### src/rtl/alu_op_sequencer.sv
// alu_op_sequencer: decodes Opcode/Func/ALUOp into an ALU control word and
// sequences each op over its execute cycles (vector passes, multiply latency).
// Ports:
//   clk, reset          clock, synchronous active-high reset
//   Start               decode presents a new op (taken only when !Stall)
//   Opcode, Func, ALUOp instruction fields; ALUOp=0 forces add
//   OpValid             ALUControl/PassIdx valid for execute this cycle
//   ALUControl, ALUSel  ALU operation, 1 = vector datapath
//   PassIdx             current lane group
//   Last                final execute cycle of the op
//   Stall               hold upstream pipeline
//   FlagWrite           flag write enables (scalar ops, Last cycle only)
//   IllegalOp           one-cycle pulse on an undecodable op
module alu_op_sequencer #(
   parameter int unsigned VLEN    = 16,
   parameter int unsigned LANES   = 4,
   parameter int unsigned MUL_LAT = 2,
   localparam int unsigned NPASS  = VLEN / LANES,
   localparam int unsigned PW     = (NPASS > 1) ? $clog2(NPASS) : 1
) (
   input  logic          clk,
   input  logic          reset,
   input  logic          Start,
   input  logic [5:0]    Opcode,
   input  logic [2:0]    Func,
   input  logic          ALUOp,
   output logic          OpValid,
   output logic [2:0]    ALUControl,
   output logic          ALUSel,
   output logic [PW-1:0] PassIdx,
   output logic          Last,
   output logic          Stall,
   output logic [1:0]    FlagWrite,
   output logic          IllegalOp
);

   localparam int unsigned CW = (MUL_LAT > 1) ? $clog2(MUL_LAT) : 1;
   localparam logic [2:0]  CTL_MUL = 3'b010;

   typedef enum logic {IDLE, EXEC} state_e;

   state_e          state_q, state_d;
   logic            op_valid_q, op_valid_d;
   logic [2:0]      alu_ctl_q, alu_ctl_d;
   logic            alu_sel_q, alu_sel_d;
   logic [PW-1:0]   pass_q, pass_d;
   logic [CW-1:0]   cyc_q, cyc_d;
   logic            is_mul_q, is_mul_d;
   logic            last_q, last_d;
   logic            stall_q, stall_d;
   logic [1:0]      flag_q, flag_d;
   logic            illegal_q, illegal_d;

   logic [2:0]      dec_ctl;
   logic            dec_vec;
   logic            dec_ill;
   logic            accept;

   // Instruction decode of the presented op
   always_comb begin
      dec_ctl = 3'b000;
      dec_vec = 1'b0;
      dec_ill = 1'b0;
      if (ALUOp) begin
         case (Opcode)
            6'b000000: begin
               if (Func == 3'b100 || Func == 3'b110) dec_ill = 1'b1;
               else                                  dec_ctl = Func;
            end
            6'b100000: begin
               case (Func)
                  3'b000, 3'b001, 3'b010, 3'b101: begin
                     dec_ctl = Func;
                     dec_vec = 1'b1;
                  end
                  default: dec_ill = 1'b1;
               endcase
            end
            6'b001000: dec_ctl = 3'b000;
            6'b001001: dec_ctl = 3'b001;
            6'b001010: dec_ctl = 3'b010;
            6'b000100: dec_ctl = 3'b001;
            default:   dec_ctl = 3'b000;
         endcase
      end
   end

   // Start is only taken when not stalled, i.e. in IDLE or on a Last cycle
   assign accept = Start && !stall_q;

   // Next state and next registered outputs
   always_comb begin
      state_d    = IDLE;
      op_valid_d = 1'b0;
      alu_ctl_d  = 3'b000;
      alu_sel_d  = 1'b0;
      pass_d     = '0;
      cyc_d      = '0;
      is_mul_d   = 1'b0;
      illegal_d  = 1'b0;
      if (accept) begin
         if (dec_ill) begin
            illegal_d = 1'b1;
         end else begin
            state_d    = EXEC;
            op_valid_d = 1'b1;
            alu_ctl_d  = dec_ctl;
            alu_sel_d  = dec_vec;
            is_mul_d   = (dec_ctl == CTL_MUL);
         end
      end else if (state_q == EXEC && !last_q) begin
         state_d    = EXEC;
         op_valid_d = 1'b1;
         alu_ctl_d  = alu_ctl_q;
         alu_sel_d  = alu_sel_q;
         is_mul_d   = is_mul_q;
         // Multiply passes dwell MUL_LAT cycles before the lane group advances
         if (is_mul_q && cyc_q != CW'(MUL_LAT - 1)) begin
            cyc_d  = cyc_q + 1'b1;
            pass_d = pass_q;
         end else begin
            pass_d = pass_q + 1'b1;
         end
      end
      last_d  = op_valid_d
              && (pass_d == (alu_sel_d ? PW'(NPASS - 1) : PW'(0)))
              && (!is_mul_d || cyc_d == CW'(MUL_LAT - 1));
      stall_d = op_valid_d && !last_d;
      flag_d  = (op_valid_d && last_d && !alu_sel_d) ? 2'b11 : 2'b00;
   end

   // State and output registers
   always_ff @(posedge clk) begin
      if (reset) begin
         state_q    <= IDLE;
         op_valid_q <= 1'b0;
         alu_ctl_q  <= 3'b000;
         alu_sel_q  <= 1'b0;
         pass_q     <= '0;
         cyc_q      <= '0;
         is_mul_q   <= 1'b0;
         last_q     <= 1'b0;
         stall_q    <= 1'b0;
         flag_q     <= 2'b00;
         illegal_q  <= 1'b0;
      end else begin
         state_q    <= state_d;
         op_valid_q <= op_valid_d;
         alu_ctl_q  <= alu_ctl_d;
         alu_sel_q  <= alu_sel_d;
         pass_q     <= pass_d;
         cyc_q      <= cyc_d;
         is_mul_q   <= is_mul_d;
         last_q     <= last_d;
         stall_q    <= stall_d;
         flag_q     <= flag_d;
         illegal_q  <= illegal_d;
      end
   end

   assign OpValid    = op_valid_q;
   assign ALUControl = alu_ctl_q;
   assign ALUSel     = alu_sel_q;
   assign PassIdx    = pass_q;
   assign Last       = last_q;
   assign Stall      = stall_q;
   assign FlagWrite  = flag_q;
   assign IllegalOp  = illegal_q;

endmodule

### config.mk
export PLATFORM = sky130hd
export DESIGN_NAME = alu_op_sequencer
export DESIGN_NICKNAME = d
export VERILOG_FILES = /design/src/rtl/alu_op_sequencer.sv
export SDC_FILE = /design/constraint.sdc
export NUM_CORES = 1
export LEC_CHECK = 0
export CAP_MARGIN = 20
export CORE_ASPECT_RATIO = 1.25
export CORE_MARGIN = 2
export CORE_UTILIZATION = 38
export CTS_BUF_LIST = sky130_fd_sc_hd__clkbuf_4 sky130_fd_sc_hd__clkbuf_8 sky130_fd_sc_hd__clkbuf_16
export DETAILED_ROUTE_END_ITERATION = 6
export GPL_TIMING_DRIVEN = 0
export PLACE_DENSITY_LB_ADDON = 0.12
export SLEW_MARGIN = 20
export SYNTH_ARGS = -nofsm -noshare
export SYNTH_HDL_FRONTEND = slang
export SYNTH_SLANG_ARGS = --single-unit
### constraint.sdc
create_clock -name clk -period 1.6 [get_ports clk]
set_clock_uncertainty 0.1 [all_clocks]
set_input_delay 0.16 -clock clk [delete_from_list [all_inputs] [get_ports clk]]
set_output_delay 0.16 -clock clk [all_outputs]
set_load 0.005 [all_outputs]
==> impl_results.md <==
* Register area share after synthesis at roughly 38%
* Switching Share at about a quarter
* First-pass GRT wire length at ~2800 um
* Slew Limit Fails at 0
* NetSw at 187.5 uW
* Primary flip-flop cell chosen by synthesis mapping: dfxtp_1
* Antenna viol nets, final at 0
* Placer Congestion at ~0.77
* Placed Cells at between 100 and 150
* Ys Warns at 0
* DIE HEIGHT at 51.71 um
* DIE AREA at between 0.002 and 0.0025 mm2
* Static Leak at 0.4641 nW
* Share of cells above drive strength 1 at roughly 26%
* Post-Syn Area per Cell at 8.871 um2
* Total number of vias at ~700
* PortBufs at 24
* Cells after Synth at between 70 and 80
* Area growth syn-to-layout at 61.30%
* Worst Path Max Fanout at 5
* DR WL met3 at 107 um
* I/O Pins at 25
* Hold Vio Cnt, Final at 0
* Die width at approximately 42 um
* WL/cell at 13.52 um
* Fin crit period at approximately 1600 ps
* Setup CP Type: register to register
* Fmax at 631.7 MHz
* Non-Filler Instances at ~130
* CP Launch Type: register
* Data arrival, critical path at 1720 ps
* Number of synthesized flops with an enable pin at 0
* Final WL at 1730 um
* Pin count of the biggest net entering global routing at 11
* Initial antenna violation count at 0
* Max Cap Viol at 0
* Core ar. at between 0.0015 and 0.002 mm2
* Critical path required time at between 1500 and 2000 ps
* # nets final at about 120
* Synth cell types at 35
* Deepest clock path buffer count at 2
* Critical-path top delay cell: or3b_4
* Ratio of final minimum period to clock period at 98.93%
* Post-synthesis cell area at between 600 and 700 um2
* Peak supply drop at around 0.00038 V
* Setup WS post-layout at 17.05 ps
* Number of CTS-inserted buffers at 3
* Part of the power in combinational logic at between 20% and 30%
* Slew headroom at between 60% and 70%
* TritonCTS clock tree: done
* DRT met1 WL at approximately 650 um
* Sequential power share at 47.6%
* Clock root cell: clkbuf_4
* Initial core utilization at ~40%
* CTS Hold Bufs at 0
* Critical path, cell by cell: nor2b_4, or3b_4, o32ai_4, mux2i_1, and3b_1
* Crit path max-delay family: simple AND/OR/NAND/NOR gates
* Htree depth at 1
* First-pass DRT Iterations at 4
* P_int at roughly 530 uW
* GR Overflow Total at 0
* Run status: complete, no violations
* Rows at 17
* Power Total at 712.7 uW
* Pwr dens at around 640 mW/mm2
* WL met2 at 896 um
* Hold Crit Class: input port to register
* GR Util All Layers at 17.45%
* Clock latency on the worst-skew pair at about 290 ps
* CTS sink count at 13
* Synthesized flop and latch total at 13
* FFs w/ async S/R, synth at 0%
* Slew of the pin with the lowest slew margin at between 400 and 500 ps
* 1st-iter DRT viols at 5
* Final setup viols at 0
* CP bufs+invs at 0
* CP peak stage delay at approximately 400 ps
* Via density per instance at 5.492
* Antenna diodes at 0
* Residual DRC at 0
* Pre-CTS setup slack at -476.8 ps
* Vias in the first global route at 715
* Syn Nets at 91
* Critical Path Sink Type: register
* Clock-pin slew of the registers on the worst-case setup and hold paths at around 80 ps
* RSZ-0062 raised after global routing: true
* Highest routed layer: met4
* DPL Wire Length at roughly 1200 um
* Clock power share at between 30 and 40%
power by group through the flow:
stage / Clock (mW) / Combinational (mW) / Sequential, mW
finish: 0.228 / 0.146 / 0.339
global route: 0.243 / 0.157 / 0.341
CTS: 0.237 / 0.133 / 0.338
detailed placement: 0 / 0.121 / 0.346
global placement: 0 / 0.121 / 0.345
floorplan: 0 / 0.0520 / 0.346
cells in the mapped netlist (2+ instances only):
cell type	number	share of area [%]
nor3_1	2	1.4
nor4b_1	3	3.8
nor2_1	6	3.3
and3b_1	2	2.5
dfxtp_1	13	38
a21oi_1	7	5.1
nand4_1	3	2.7
nand2_1	11	6.0
inv_1	3	1.6
nand3b_1	2	2.2
nor2b_1	2	1.8
per-stage QoR:
step | hold WS [ps] | area (um2) | util [%] | TNS [ps]
final | 87.27 | 1116 | 63.99 | 0
after global routing | 117.1 | 1116 | 63.99 | -59.53
after CTS | 274.1 | 1036 | 59.40 | -195.0
after detailed placement | 350.3 | 957.2 | 54.88 | -2443
after global placement | 345.9 | 957.2 | 54.88 | -2283
after floorplan | 131.6 | 693.2 | - | 0
registers in the layout, indices dropped and copies added, names as in the netlist:
signal	cells
ALUControl	3
PassIdx	2
ALUSel	1
FlagWrite	1
IllegalOp	1
Last	1
OpValid	1
Stall	1
cyc_q	1
is_mul_q	1
tightest hold or removal path, stage by stage:
cell and delay [ps]:
dlymetal6s2s_1 140, nand4_1 70, a21oi_1 60
timing repair:
action / CTS / global route
pin swaps: 3 / 5
endpoints found under the setup margin: 3 / 6
resized for setup: 8 / 22
endpoints found under the hold margin: 0 / 0
buffers inserted: 3 / 1
placed cells by master, fill, tap and decap left out, types with 2 or more instances in the layout:
| cell type | n |
|---|---|
| nand4_1 | 3 |
| clkbuf_4 | 4 |
| nor2_2 | 2 |
| nor4b_4 | 2 |
| nand3b_1 | 2 |
| a21oi_1 | 7 |
| clkdlybuf4s50_1 | 13 |
| dlygate4sd2_1 | 2 |
| inv_1 | 3 |
| nor3_1 | 2 |
| buf_4 | 5 |
| nand2_1 | 9 |
| nor2_1 | 4 |
| dfxtp_1 | 12 |
| and3b_1 | 2 |
| dlymetal6s2s_1 | 9 |
path summary, 6_finish.rpt:
| check | end | startpoint | cells past startpoint | slack, ps |
|---|---|---|---|---|
| worst max-delay path | Last | Stall | 5 | 20 |
| worst min-delay path | ALUControl[2] | Func[2] | 3 | 90 |
| worst max register to register | Last | Stall | 5 | 20 |
| worst min register to register | ALUControl[2] | ALUControl[2] | 2 | 360 |
metal layers:
metal / vias up / global-route usage (%)
li1: 345 / -
met1: 328 / 15.96
met2: 21 / 30.77
met3: 9 / 5.208
met4: 0 / 15.63
met5: - / 0
area by class of cell:
type | instances | area (um2)
Clock buffer | 4 | 30.03
Inverter | 3 | 11.26
Tap cell | 19 | 23.77
Sequential cell | 13 | 261.5
Fill cell | 156 | 628.1
Multi-Input combinational cell | 59 | 488.0
Timing Repair Buffer | 28 | 290.3
Buffer | 2 | 11.26
cell families (layout without fill, tap and decap cells):
| kind of cell | count (synthesis) | in the layout | share of synthesized area, % |
|---|---|---|---|
| flops | 13 | 13 | 37.61 |
| simple gates | 41 | 41 | 36.35 |
| buf+inv | 6 | 37 | 3.977 |
| mux | 1 | 1 | 1.447 |
| compound gates | 16 | 16 | 19.35 |
| xor+xnor | 1 | 1 | 1.266 |
(Power assumes the default switching activity.)
